--- config.mk ---
export PLATFORM = sky130hd
export DESIGN_NAME = stage5_writeback
export DESIGN_NICKNAME = d
export VERILOG_FILES = /design/src/rtl/stage5_writeback.sv
export SDC_FILE = /design/constraint.sdc
export NUM_CORES = 1
export LEC_CHECK = 0
export BUFFER_PORTS_ARGS = -buffer_cell sky130_fd_sc_hd__buf_2
export CAP_MARGIN = 40
export CORE_ASPECT_RATIO = 0.6
export CORE_UTILIZATION = 47
export DETAILED_ROUTE_END_ITERATION = 10
export PLACE_DENSITY = 0.82
export SLEW_MARGIN = 20
export SYNTH_ARGS = -nofsm -noshare
export SYNTH_HDL_FRONTEND = slang
export SYNTH_SLANG_ARGS = --single-unit
--- constraint.sdc ---
create_clock -name clk -period 2.6 [get_ports clk]
set_input_delay 0.78 -clock clk [delete_from_list [all_inputs] [get_ports clk]]
set_output_delay 0.78 -clock clk [all_outputs]
set_load 0.1 [all_outputs]
--- src/rtl/stage5_writeback.sv ---
// stage5_writeback: final pipeline stage.
// Selects ALU or load result, aligns/extends load data, drives the register
// file write port and counts retired instructions. A one-entry hold buffer
// keeps the SRAM load word alive across a halt stall, since the SRAM return
// is valid for only one cycle.
//
// Optional feature macro: WB_MISALIGN_CHECK_EN
//   defined   -> misaligned LH/LHU/LW do not write rd and pulse misaligned_load
//   undefined -> no misaligned_load port; misaligned loads write the shifted word
//
// Hold FSM states:
//   state | meaning
//   PASS  | load word taken straight from mem_read_data
//   HELD  | load word captured during halt, replayed from hold_data on accept

module stage5_writeback #(
  parameter int XLEN      = 32,
  parameter int INSTRET_W = 64
) (
  input  logic                 clk,
  input  logic                 rst,
  input  logic                 axis_memory_to_writeback_tvalid,
  output logic                 axis_memory_to_writeback_tready,
  input  logic [XLEN-1:0]      axis_memory_to_writeback_alu_result,
  input  logic [XLEN-1:0]      axis_memory_to_writeback_branch_target,
  input  logic [31:0]          axis_memory_to_writeback_decoded_instruction,
  input  logic [XLEN-1:0]      mem_read_data,
  input  logic                 halt,
  output logic                 rf_write_enable,
  output logic [4:0]           rf_write_addr,
  output logic [XLEN-1:0]      rf_write_data,
  output logic                 retire_valid,
  output logic [INSTRET_W-1:0] instret
`ifdef WB_MISALIGN_CHECK_EN
  ,
  output logic                 misaligned_load
`endif
);

  localparam logic [6:0] OP_LUI   = 7'b0110111;
  localparam logic [6:0] OP_AUIPC = 7'b0010111;
  localparam logic [6:0] OP_JAL   = 7'b1101111;
  localparam logic [6:0] OP_JALR  = 7'b1100111;
  localparam logic [6:0] OP_IMM   = 7'b0010011;
  localparam logic [6:0] OP_OP    = 7'b0110011;
  localparam logic [6:0] OP_LOAD  = 7'b0000011;

  localparam logic [2:0] F3_LB  = 3'b000;
  localparam logic [2:0] F3_LH  = 3'b001;
  localparam logic [2:0] F3_LW  = 3'b010;
  localparam logic [2:0] F3_LBU = 3'b100;
  localparam logic [2:0] F3_LHU = 3'b101;

  typedef enum logic {PASS = 1'b0, HELD = 1'b1} hold_state_t;

  hold_state_t     state;
  logic [XLEN-1:0] hold_data;

  logic [6:0]      opcode;
  logic [4:0]      rd;
  logic [2:0]      funct3;
  logic [1:0]      off;
  logic            accept;
  logic            is_load;
  logic            writes_rd;
  logic            misaligned;
  logic [XLEN-1:0] ldw;
  logic [XLEN-1:0] sh;
  logic [XLEN-1:0] load_data;
  logic [XLEN-1:0] result;

  // branch_target and the upper instruction bits are not needed at writeback
  logic unused_bits;
  assign unused_bits = ^{axis_memory_to_writeback_branch_target,
                         axis_memory_to_writeback_decoded_instruction[31:15]};

  assign opcode  = axis_memory_to_writeback_decoded_instruction[6:0];
  assign rd      = axis_memory_to_writeback_decoded_instruction[11:7];
  assign funct3  = axis_memory_to_writeback_decoded_instruction[14:12];
  assign off     = axis_memory_to_writeback_alu_result[1:0];

  assign axis_memory_to_writeback_tready = !halt;
  assign accept  = axis_memory_to_writeback_tvalid && !halt;
  assign is_load = (opcode == OP_LOAD);

  assign ldw = (state == HELD) ? hold_data : mem_read_data;
  assign sh  = ldw >> {off, 3'b000};

`ifdef WB_MISALIGN_CHECK_EN
  assign misaligned = is_load &&
                      ((((funct3 == F3_LH) || (funct3 == F3_LHU)) && off[0]) ||
                       ((funct3 == F3_LW) && (off != 2'd0)));
`else
  assign misaligned = 1'b0;
`endif

  // Decode which opcodes produce an rd value
  always_comb begin
    writes_rd = 1'b0;
    case (opcode)
      OP_LUI, OP_AUIPC, OP_JAL, OP_JALR, OP_IMM, OP_OP, OP_LOAD: writes_rd = 1'b1;
      default: writes_rd = 1'b0;
    endcase
  end

  // Align and extend the load word; LW uses the shifted word so a misaligned
  // LW (when unchecked) writes the upper bytes shifted down, zero-filled
  always_comb begin
    load_data = ldw;
    case (funct3)
      F3_LB:  load_data = {{(XLEN-8){sh[7]}}, sh[7:0]};
      F3_LBU: load_data = {{(XLEN-8){1'b0}}, sh[7:0]};
      F3_LH:  load_data = {{(XLEN-16){sh[15]}}, sh[15:0]};
      F3_LHU: load_data = {{(XLEN-16){1'b0}}, sh[15:0]};
      F3_LW:  load_data = sh;
      default: load_data = ldw;
    endcase
  end

  // Result select: loads carry the effective address in alu_result
  always_comb begin
    result = axis_memory_to_writeback_alu_result;
    if (is_load) result = load_data;
  end

  // Hold FSM plus registered write port, retire pulse and instret
  always_ff @(posedge clk) begin
    if (rst) begin
      state           <= PASS;
      hold_data       <= '0;
      rf_write_enable <= 1'b0;
      rf_write_addr   <= 5'd0;
      rf_write_data   <= '0;
      retire_valid    <= 1'b0;
      instret         <= '0;
`ifdef WB_MISALIGN_CHECK_EN
      misaligned_load <= 1'b0;
`endif
    end else begin
      retire_valid    <= accept;
      rf_write_enable <= accept && writes_rd && (rd != 5'd0) && !misaligned;
`ifdef WB_MISALIGN_CHECK_EN
      misaligned_load <= accept && misaligned;
`endif
      if (accept) begin
        rf_write_addr <= rd;
        rf_write_data <= result;
        instret       <= instret + {{(INSTRET_W-1){1'b0}}, 1'b1};
      end
      case (state)
        PASS: begin
          if (axis_memory_to_writeback_tvalid && halt && is_load) begin
            hold_data <= mem_read_data;
            state     <= HELD;
          end
        end
        HELD: begin
          if (accept) state <= PASS;
        end
        default: state <= PASS;
      endcase
    end
  end

endmodule

==> out/qor.csv, run 1 <==
metric,value,unit
status,completed,
Post-DP HPWL,17100,um
WP data required,2.88,ns
final hold vios,0,
Site Rows,35,
placed cell count,1267,
post-synthesis adder-cell area fraction,0.168,%
Resized cells post-CTS,0,
Crit path top cell by count,buf_4,
# diodes,0,
# nets final,1216,
post-synthesis xor/xnor area fraction,2.83,%
Routed Antenna Nets,0,
Slew Limit Fails,0,
CP max FO,7,
Overflow after GRT,0,
initial core utilization,48.3,%
Max VDD drop,0.000430,V
Post-Synth Simple-Gate Area,25.2,%
"commonest non-fill, non-tap cell in the layout",buf_2,
Worst-path clk slew,0.07,ns
fmax,423,MHz
Synth Area in Compound Gates,20.8,%
share of the synthesized area in the top cell type,36.7,%
met2 Use GR,40.0,%
clk sinks,136,
period utilisation layout,90.8,%
hold bufs inserted after CTS,0,
Synth cell types,61,
Core ar.,0.0154,sq mm
final setup fails,0,
# Max-Cap Violations,0,
Startpoint Class,primary input,
Synth area leaders,"dfxtp_1 37%, nand2_1 7.3%, a21oi_1 6.7%",
WHS Endpoint,hold_data[3],
Power Density,604,mW/mm^2
GRT Util Overall,28.8,%
drt wl/cell,18.3,um
H-tree depth,4,
multiplexer share of the synthesized area,9.67,%
TritonRoute pass-1 iters,6,
Worst Reg-to-Reg Cells,6,
WHS Path Cells,2,
worst hold slack,0.456,ns
largest net degree at the start of global routing,70,
DR vias/cell,6.02,
initial antenna violation count,1,
hold_sp,hold_data[3],
"CP delay by family, top",compound AO/OA/AOI/OAI gates,
# IOs,236,
die area,0.0163,sq mm
Synth Warn #,0,
Worst path slowest cell,mux4_2,
DRT iter0 DRCs,794,
Post-CTS Setup Inserts,0,
clock skew,0.0157,ns
CTS Root Cell,clkbuf_16,
gpl congestion,0.963,
first-pass GRT wire length,36600,um
clock latency on the worst-skew pair,0.41,ns
Setup CP Type,in2reg,
launching point of the worst reg2reg path,instret[16],
crit path DAT,2.64,ns
TritonCTS clock tree,done,
register bit total from synthesis,136,
r2r setup slk,0.31,ns
Syn Inst Count,900,
Fillers,1362,
Crit. End Element,register,
P_leak,0.00365,uW
most frequent cells in the layout,"185 x buf_2, 144 x nand2_1, 107 x dfxtp_1",
Final Critical Period,2.36,ns
RSZ-0062 raised after global routing,no,
crit path buf inv count,3,
Most used DFF post-synth,dfxtp_1,
Longest Clk Path Bufs,2,
crit-path max cell delay,0.55,ns
Max-slew headroom,50.7,%
main combinational cell family by area after synthesis,simple AND/OR/NAND/NOR gates,
Post-synth EDFFs,0,
Avg Synthesized Cell Area,8.25,sq um
Num CTS Buffers,17,
area added between synthesis and finish,27.4,%
worst slew pin tran,0.740,ns
vias in the first global route,7015,
final WL,23700,um
register area share after synthesis,36.7,%
ys async rst share,0,%
Synth area leader,dfxtp_1,
synthesized cell area,0.00743,sq mm
CP Cell Sequence,buf_2 -> mux4_2 -> a22oi_1 -> nand3b_1 -> buf_4 -> a21oi_1 -> buf_4 -> a31oi_1,
Die Height,99.4,um
RR Endpoint,instret[43],
via count,7812,
met3 usage,9.51,%
gr busiest metal,met1,
fin cells,1298,
Die W,164,um
Post-Syn Nets,1033,
buffers added on ports,186,
worst min-delay path category,reg2reg,
share of layout cells above drive strength 1,29.7,%
number of remaining DRC errors,0,
M1 GR Usage,42.5,%
-- registers in the layout, indices dropped and copies added, names as in the netlist --
| signal | flops |
|---|---|
| retire_valid | 1 |
| rf_write_enable | 1 |
| state | 1 |
| rf_write_data | 32 |
| rf_write_addr | 5 |
| hold_data | 32 |
| instret | 64 |
-- tightest hold or removal path, delay by kind of cell (launching register included) --
family,cells,cell delay (ns)
compound gates,1,0.05
flops,1,0.31
simple gates,1,0.05
-- routing by layer --
layer / part of all wire (%) / up-vias
met4: 1.1 / 0
met5: 0 / -
met2: 40 / 449
li1: - / 3713
met1: 46 / 3625
met3: 13 / 25
-- cell families (layout without fill, tap and decap cells) --
group	Yosys count	in the layout
mux	52	52
compound gates	240	240
simple gates	365	365
buf+inv	82	277
fa+ha+maj	1	1
xor+xnor	24	24
flops	136	136
-- report_power, final --
| group | total (uW) | internal [uW] | switching [uW] |
|---|---|---|---|
| Sequential | 2140 | 2120 | 21.6 |
| Clock | 2790 | 1830 | 957 |
| Combinational | 781 | 225 | 556 |
| Total | 5710 | 4180 | 1530 |
-- layout make-up --
cell class              count  area [sq um]  area share, %
clock buffers              20           447           4.72
clock inverters            11           220           2.33
inverters                  16          60.1          0.635
multi-input cells         682          4370           46.2
flip-flops and latches    136          2760           29.2
well taps                 203           254           2.68
repair buffers            230          1350           14.3
-- Yosys cell counts, types with 3 or more instances --
cell type,number
nand3_1,33
dfxtp_1,136
nand4_1,17
or2_2,3
and4_1,7
a221o_1,3
a21oi_1,99
o31ai_1,33
o21ai_0,28
xnor2_1,14
mux4_2,15
a21o_1,6
xor2_1,10
a31oi_1,9
a311oi_1,3
a311o_1,7
a211o_1,8
inv_1,16
and3_1,9
a211oi_1,8
nand2b_1,5
o311ai_0,6
nor3_1,11
buf_2,17
nor2_1,59
nor2b_1,7
nand3b_1,3
clkbuf_1,44
or3_1,9
mux2_2,8
a2bb2oi_1,3
or4_1,36
o211a_1,3
mux2i_1,29
nor4_1,10
a22oi_1,8
nand2_1,144
-- worst max-delay path by stage --
stage | start | to | slack, ns | cells past startpoint
finish | axis_memory_to_writeback_alu_result[0] | rf_write_data[20] | 0.24 | 8
global route | instret[0] | instret[58] | 0.15 | 6
CTS | axis_memory_to_writeback_alu_result[0] | rf_write_data[20] | 0.30 | 8
detailed placement | axis_memory_to_writeback_alu_result[0] | rf_write_data[20] | -0.11 | 8
global placement | axis_memory_to_writeback_alu_result[0] | rf_write_data[16] | -0.08 | 8
floorplan | instret[7] | instret[44] | 0.01 | 7
-- metrics by stage --
step / instance area (sq um) / setup slack, ns / total power (uW) / TNS [ns] / util (%)
6_report: 9460 / 0.238 / 5710 / 0 / 61.5
2_1_floorplan: 7460 / 0.0139 / 2710 / 0 / -
3_5_place_dp: 8790 / -0.111 / 2960 / -0.811 / 57.2
5_1_grt: 9460 / 0.151 / 5880 / 0 / 61.5
4_1_cts: 9460 / 0.298 / 5720 / 0 / 61.5
3_3_place_gp: 8790 / -0.0828 / 2950 / -0.562 / 57.2
(Power assumes the default switching activity.)
==> run 2, diff against run 1 <==
==> constraint.sdc (replaced) <==
create_clock -name clk -period 2.6 [get_ports clk]
set_input_delay 0.78 -clock clk [delete_from_list [all_inputs] [get_ports clk]]
set_output_delay 0.78 -clock clk [all_outputs]
set_load 0.01 [all_outputs]
==> out/qor.csv, run 2 (synthesized netlist as in run 1, its figures left out) <==
metric,value,unit,change
post-route design area,0.00941,sq mm,was 0.00946 sq mm
CP max FO,54,,was 7
Post-DP HPWL,17300,um,was 17100 um
# nets final,1226,,was 1216
fmax,415,MHz,was 423 MHz
most frequent cells in the layout,"185 x buf_2, 144 x nand2_1, 135 x dfxtp_1",,"was 185 x buf_2, 144 x nand2_1, 107 x dfxtp_1"
launching point of the worst reg2reg path,instret[16],,unchanged
worst setup path start,instret[16],,was axis_memory_to_writeback_alu_result[0]
Longest Clk Path Bufs,2,,unchanged
clock latency on the worst-skew pair,0.40,ns,was 0.41 ns
number of remaining DRC errors,0,,unchanged
met2 wire length,9800,um,was 9590 um
"commonest non-fill, non-tap cell in the layout",buf_2,,unchanged
Sequential Power Share,42.2,%,was 37.5%
vias in the first global route,7030,,was 7015
Net Sw Frac,25.4,%,was 26.9%
Largest register FFs,64,,unchanged
Startpoint Class,register,,was primary input
Max Used Layer,met5,,was met4
status,completed,,unchanged
largest net degree at the start of global routing,65,,was 70
Slew Limit Fails,0,,unchanged
GRT Util Overall,29.2,%,was 28.8%
H-tree depth,4,,unchanged
final WL,24000,um,was 23700 um
CTS Root Cell,clkbuf_16,,unchanged
met3 WL,2780,um,was 3030 um
Core ar.,0.0154,sq mm,unchanged
gpl congestion,0.930,,was 0.963
Setup crit end,instret[53],,was rf_write_data[20]
first-pass GRT wire length,37200,um,was 36600 um
Tot Pwr,5080,uW,was 5710 uW
TritonRoute pass-1 iters,5,,was 6
Die Height,99.4,um,unchanged
clock skew,0.0124,ns,was 0.0157 ns
Psw,1290,uW,was 1530 uW
biggest regs,"instret: 64 flops, hold_data: 32 flops, rf_write_data: 32 flops",,unchanged
Worst-path clk slew,0.06,ns,was 0.07 ns
initial antenna violation count,2,,was 1
post-placement setup slack,-0.0590,ns,was -0.111 ns
Routed Antenna Nets,0,,unchanged
# IOs,236,,unchanged
drt wl/cell,18.3,um,about the same
area added between synthesis and finish,26.7,%,was 27.4%
Crit. End Element,register,,unchanged
Largest Register,instret,,unchanged
hold bufs inserted after CTS,0,,unchanged
Overflow after GRT,0,,unchanged
worst min-delay path category,reg2reg,,unchanged
Setup CP Type,reg2reg,,was in2reg
Die W,164,um,unchanged
via count,7879,,was 7812
logic gate share of total power,10.7,%,was 13.7%
TritonCTS clock tree,done,,unchanged
worst slew pin tran,0.766,ns,was 0.740 ns
clk sinks,136,,unchanged
Post-CTS Setup Inserts,0,,unchanged
DRT iter0 DRCs,728,,was 794
Worst Reg-to-Reg Cells,6,,unchanged
initial core utilization,48.3,%,unchanged
Final Critical Period,2.41,ns,was 2.36 ns
die area,0.0163,sq mm,unchanged
Resized cells post-CTS,0,,unchanged
total negative slack,0,ns,unchanged
final setup margin,0.188,ns,was 0.238 ns
clock share of power,47.1,%,was 48.8%
final hold vios,0,,unchanged
period utilisation layout,92.8,%,was 90.8%
r2r setup slk,0.19,ns,was 0.31 ns
Num CTS Buffers,17,,unchanged
"Cell Area, Placed",0.00883,sq mm,was 0.00879 sq mm
Max VDD drop,0.000381,V,was 0.000430 V
DR vias/cell,6.02,,about the same
Site Rows,35,,unchanged
final setup fails,0,,unchanged
wl on met1,11200,um,was 10800 um
buffers added on ports,186,,unchanged
RSZ-0062 raised after global routing,no,,unchanged
Finished Core Util,61.2,%,was 61.5%
Power Density,540,mW/mm^2,was 604 mW/mm^2
share of layout cells above drive strength 1,27.8,%,was 29.7%
internal power,3790,uW,was 4180 uW
P_leak,0.00363,uW,was 0.00365 uW
WP data required,2.92,ns,was 2.88 ns
RR Endpoint,instret[53],,was instret[43]
# Max-Cap Violations,0,,unchanged
Max-slew headroom,48.9,%,was 50.7%
crit path DAT,2.73,ns,was 2.64 ns
==> run 2: cell types whose count changed in the layout (fill, tap and decap cells not counted) <==
| cell | delta |
|---|---|
| buf_4 | +10 |
| dfxtp_2 | -28 |
| clkinv_2 | +2 |
| bufinv_16 | -4 |
| dfxtp_1 | +28 |
| diode_2 | +1 |
| clkinvlp_4 | +2 |
==> run 2: cell type report <==
cell class | count | area (sq um)
antenna | 1 | 2.50
clock buffer | 20 | 447
clock inverter | 11 | 125
fill | 1377 | 5960
inverter | 16 | 60.1
multi-input combinational | 682 | 4370
sequential | 136 | 2720
tap | 203 | 254
timing repair buffer | 240 | 1430
==> run 2: per-stage QoR <==
step	instances	hold WS [ns]
floorplan	900	0.436
global placement	1277	0.439
detailed placement	1277	0.448
CTS	1308	0.456
global route	1308	0.470
finish	1309	0.454
==> run 2: how the worst min path moves through the flow <==
stage	cells after the start	end	slack [ns]	startpoint
global placement	2	rf_write_addr[4]	0.44	rf_write_addr[4]
floorplan	2	hold_data[0]	0.44	hold_data[0]
finish	2	rf_write_addr[4]	0.45	rf_write_addr[4]
CTS	2	rf_write_addr[1]	0.46	rf_write_addr[1]
detailed placement	2	hold_data[0]	0.45	hold_data[0]
global route	2	rf_write_addr[2]	0.47	rf_write_addr[2]
==> run 2: power by group through the flow <==
stage,clock network (uW),registers [uW],logic [uW]
floorplan,0,2200,256
global placement,0,2190,521
detailed placement,0,2190,529
CTS,2430,2140,532
global route,2520,2150,581
finish,2390,2140,545
==> run 2: critical path, cell delays in order, from the launching register on <==
cell	delay, ns
dfxtp_1	0.45
nand4_2	0.24
nor4_4	0.48
nand4_4	0.12
buf_4	0.29
or4_1	0.56
a21oi_1	0.17
==> run 2: routing by layer <==
metal	up-vias	GRT usage, %
li1	3728	-
met1	3719	43.7
met2	404	40.3
met3	26	9.09
met4	2	6.34
met5	-	0
==> run 3, diff against run 2 <==
--- a/config.mk
+++ b/config.mk
@@ -5,12 +5,12 @@
 export SDC_FILE = /design/constraint.sdc
 export NUM_CORES = 1
 export LEC_CHECK = 0
-export BUFFER_PORTS_ARGS = -buffer_cell sky130_fd_sc_hd__buf_2
+export BUFFER_PORTS_ARGS = -buffer_cell sky130_fd_sc_hd__clkbuf_2
 export CAP_MARGIN = 40
 export CORE_ASPECT_RATIO = 0.6
-export CORE_UTILIZATION = 47
+export CORE_UTILIZATION = 56
 export DETAILED_ROUTE_END_ITERATION = 10
-export PLACE_DENSITY = 0.82
+export PLACE_DENSITY = 0.91
 export SLEW_MARGIN = 20
 export SYNTH_ARGS = -nofsm -noshare
 export SYNTH_HDL_FRONTEND = slang
==> constraint.sdc (replaced) <==
create_clock -name clk -period 2.99 [get_ports clk]
set_input_delay 0.897 -clock clk [delete_from_list [all_inputs] [get_ports clk]]
set_output_delay 0.897 -clock clk [all_outputs]
set_load 0.01 [all_outputs]
==> out/qor.csv, run 3 (synthesized netlist as in run 1, its figures left out) <==
metric,value,unit,change
# diodes,0,,was 1
CP Cell Sequence,clkbuf_2 -> or2_2 -> o22a_1 -> a31oi_1 -> a21oi_1 -> buf_4 -> a2111oi_0,,was nand4_2 -> nor4_4 -> nand4_4 -> buf_4 -> or4_1 -> a21oi_1
status,completed,,unchanged
Max VDD drop,0.000402,V,was 0.000381 V
# IOs,236,,unchanged
area added between synthesis and finish,23.8,%,was 26.7%
DR vias/cell,6.30,,was 6.02
Overflow after GRT,0,,unchanged
launching point of the worst reg2reg path,instret[15],,was instret[16]
TritonRoute pass-1 iters,6,,was 5
WP data required,3.27,ns,was 2.92 ns
Largest register FFs,64,,unchanged
TritonCTS clock tree,done,,unchanged
P_leak,0.00346,uW,was 0.00363 uW
Power Density,483,mW/mm^2,was 540 mW/mm^2
H-tree depth,4,,unchanged
crit path buf inv count,2,,was 1
hold_sp,rf_write_addr[2],,was rf_write_addr[4]
crit-path max cell delay,0.40,ns,was 0.56 ns
gpl congestion,0.942,,was 0.930
fmax,408,MHz,
Worst-path clk slew,0.06,ns,about the same
final WL,23100,um,was 24000 um
Core ar.,0.0129,sq mm,was 0.0154 sq mm
share of layout cells above drive strength 1,26.6,%,was 27.8%
r2r setup slk,0.55,ns,was 0.19 ns
most frequent cells in the layout,"185 x clkbuf_2, 144 x nand2_1, 135 x dfxtp_1",,"was 185 x buf_2, 144 x nand2_1, 135 x dfxtp_1"
vias in the first global route,7066,,was 7030
clock latency on the worst-skew pair,0.41,ns,was 0.40 ns
worst setup path start,axis_memory_to_writeback_alu_result[0],,was instret[16]
CTS Root Cell,clkbuf_16,,unchanged
Largest Register,instret,,unchanged
final hold vios,0,,unchanged
Resized cells post-CTS,0,,unchanged
Multi-input gate area,0.00437,sq mm,unchanged
Site Rows,32,,was 35
number of remaining DRC errors,0,,unchanged
period utilisation layout,82.0,%,
RR Endpoint,instret[54],,was instret[53]
RSZ-0062 raised after global routing,no,,unchanged
Post-CTS Setup Inserts,0,,unchanged
largest net degree at the start of global routing,80,,was 65
Fillers,1063,,was 1377
Num CTS Buffers,17,,unchanged
first-pass GRT wire length,36600,um,was 37200 um
clock skew,0.0149,ns,was 0.0124 ns
initial core utilization,57.6,%,was 48.3%
worst hold slack,0.457,ns,was 0.454 ns
Slew Limit Fails,0,,unchanged
WHS Endpoint,rf_write_addr[2],,was rf_write_addr[4]
Routed Antenna Nets,0,,unchanged
Setup CP Type,in2reg,,was reg2reg
Worst Reg-to-Reg Cells,6,,unchanged
buffers added on ports,186,,unchanged
die area,0.0137,sq mm,was 0.0163 sq mm
Longest Clk Path Bufs,2,,unchanged
Die W,151,um,was 164 um
Seq. cell area,0.00272,sq mm,unchanged
biggest regs,"instret: 64 flops, hold_data: 32 flops, rf_write_data: 32 flops",,unchanged
crit path DAT,2.73,ns,about the same
GRT Util Overall,33.9,%,was 29.2%
clk sinks,136,,unchanged
worst min-delay path category,reg2reg,,unchanged
WHS Path Cells,2,,unchanged
"CP delay by family, top",compound AO/OA/AOI/OAI gates,,was simple AND/OR/NAND/NOR gates
hold bufs inserted after CTS,0,,unchanged
# Max-Cap Violations,0,,unchanged
worst slew pin tran,0.741,ns,was 0.766 ns
Worst path slowest cell,or2_2,,was or4_1
via count,7895,,was 7879
Post-DP HPWL,16600,um,was 17300 um
DRT iter0 DRCs,601,,was 728
drt wl/cell,18.4,um,was 18.3 um
CP max FO,8,,was 54
Final Critical Period,2.45,ns,
Crit. End Element,register,,unchanged
final setup fails,0,,unchanged
"commonest non-fill, non-tap cell in the layout",clkbuf_2,,was buf_2
initial antenna violation count,0,,was 2
# nets final,1204,,was 1226
Startpoint Class,primary input,,was register
Die Height,91.2,um,was 99.4 um
Max-slew headroom,50.6,%,was 48.9%
Finished Core Util,71.3,%,was 61.2%
total negative slack,0,ns,unchanged
## run 3: cell count changes in the layout (fill, tap and decap cells not counted), sizes merged
cell    before  now
diode        1    0
buf        240   33
inv         17   21
clkbuf      20  202
## run 3: layer usage
layer,up-vias,track usage (%),routed length (um)
li1,3696,-,-
met1,3692,48.6,10200
met2,457,47.3,9480
met3,50,11.2,2890
met4,0,11.2,559
met5,-,0,0
## run 3: cell type report
class | instances | share of cell area, %
clock buffers | 17 | 4.63
clock inverters | 15 | 1.84
well taps | 170 | 2.31
repair buffers | 218 | 13.4
multi-input cells | 682 | 47.5
inverters | 16 | 0.653
flip-flops and latches | 136 | 29.6
## run 3: worst max-delay path by stage
| stage | end | slack, ns | depth (start not counted) |
|---|---|---|---|
| after floorplan | rf_write_data[10] | 0.37 | 8 |
| after global placement | rf_write_data[31] | 0.20 | 7 |
| after detailed placement | rf_write_data[5] | 0.21 | 7 |
| after CTS | rf_write_data[30] | 0.59 | 7 |
| after global routing | instret[57] | 0.42 | 8 |
| final | rf_write_data[30] | 0.54 | 7 |
## run 3: worst reg2reg max path: stages (launching register included)
cell and delay [ns]:
dfxtp_1 0.46, nand4_2 0.24, nor4_4 0.50, nand4_4 0.13
buf_4 0.29, or4_1 0.58, a21oi_1 0.17
## run 3: report_power, final
| group | switching (uW) | internal, uW | total [uW] | leakage, uW |
|---|---|---|---|---|
| clock | 888 | 1250 | 2140 | 0.000288 |
| sequential | 20.4 | 1840 | 1860 | 0.00110 |
| combinational | 259 | 184 | 443 | 0.00207 |
| total | 1170 | 3280 | 4450 | 0.00346 |
## run 3: metrics by stage
step	power, uW	cell area (sq um)	setup WS, ns	std cells
floorplan	2140	7430	0.369	900
global placement	2320	8600	0.198	1222
detailed placement	2340	8600	0.208	1222
CTS	4440	9200	0.594	1254
global route	4580	9200	0.424	1254
finish	4450	9200	0.538	1254
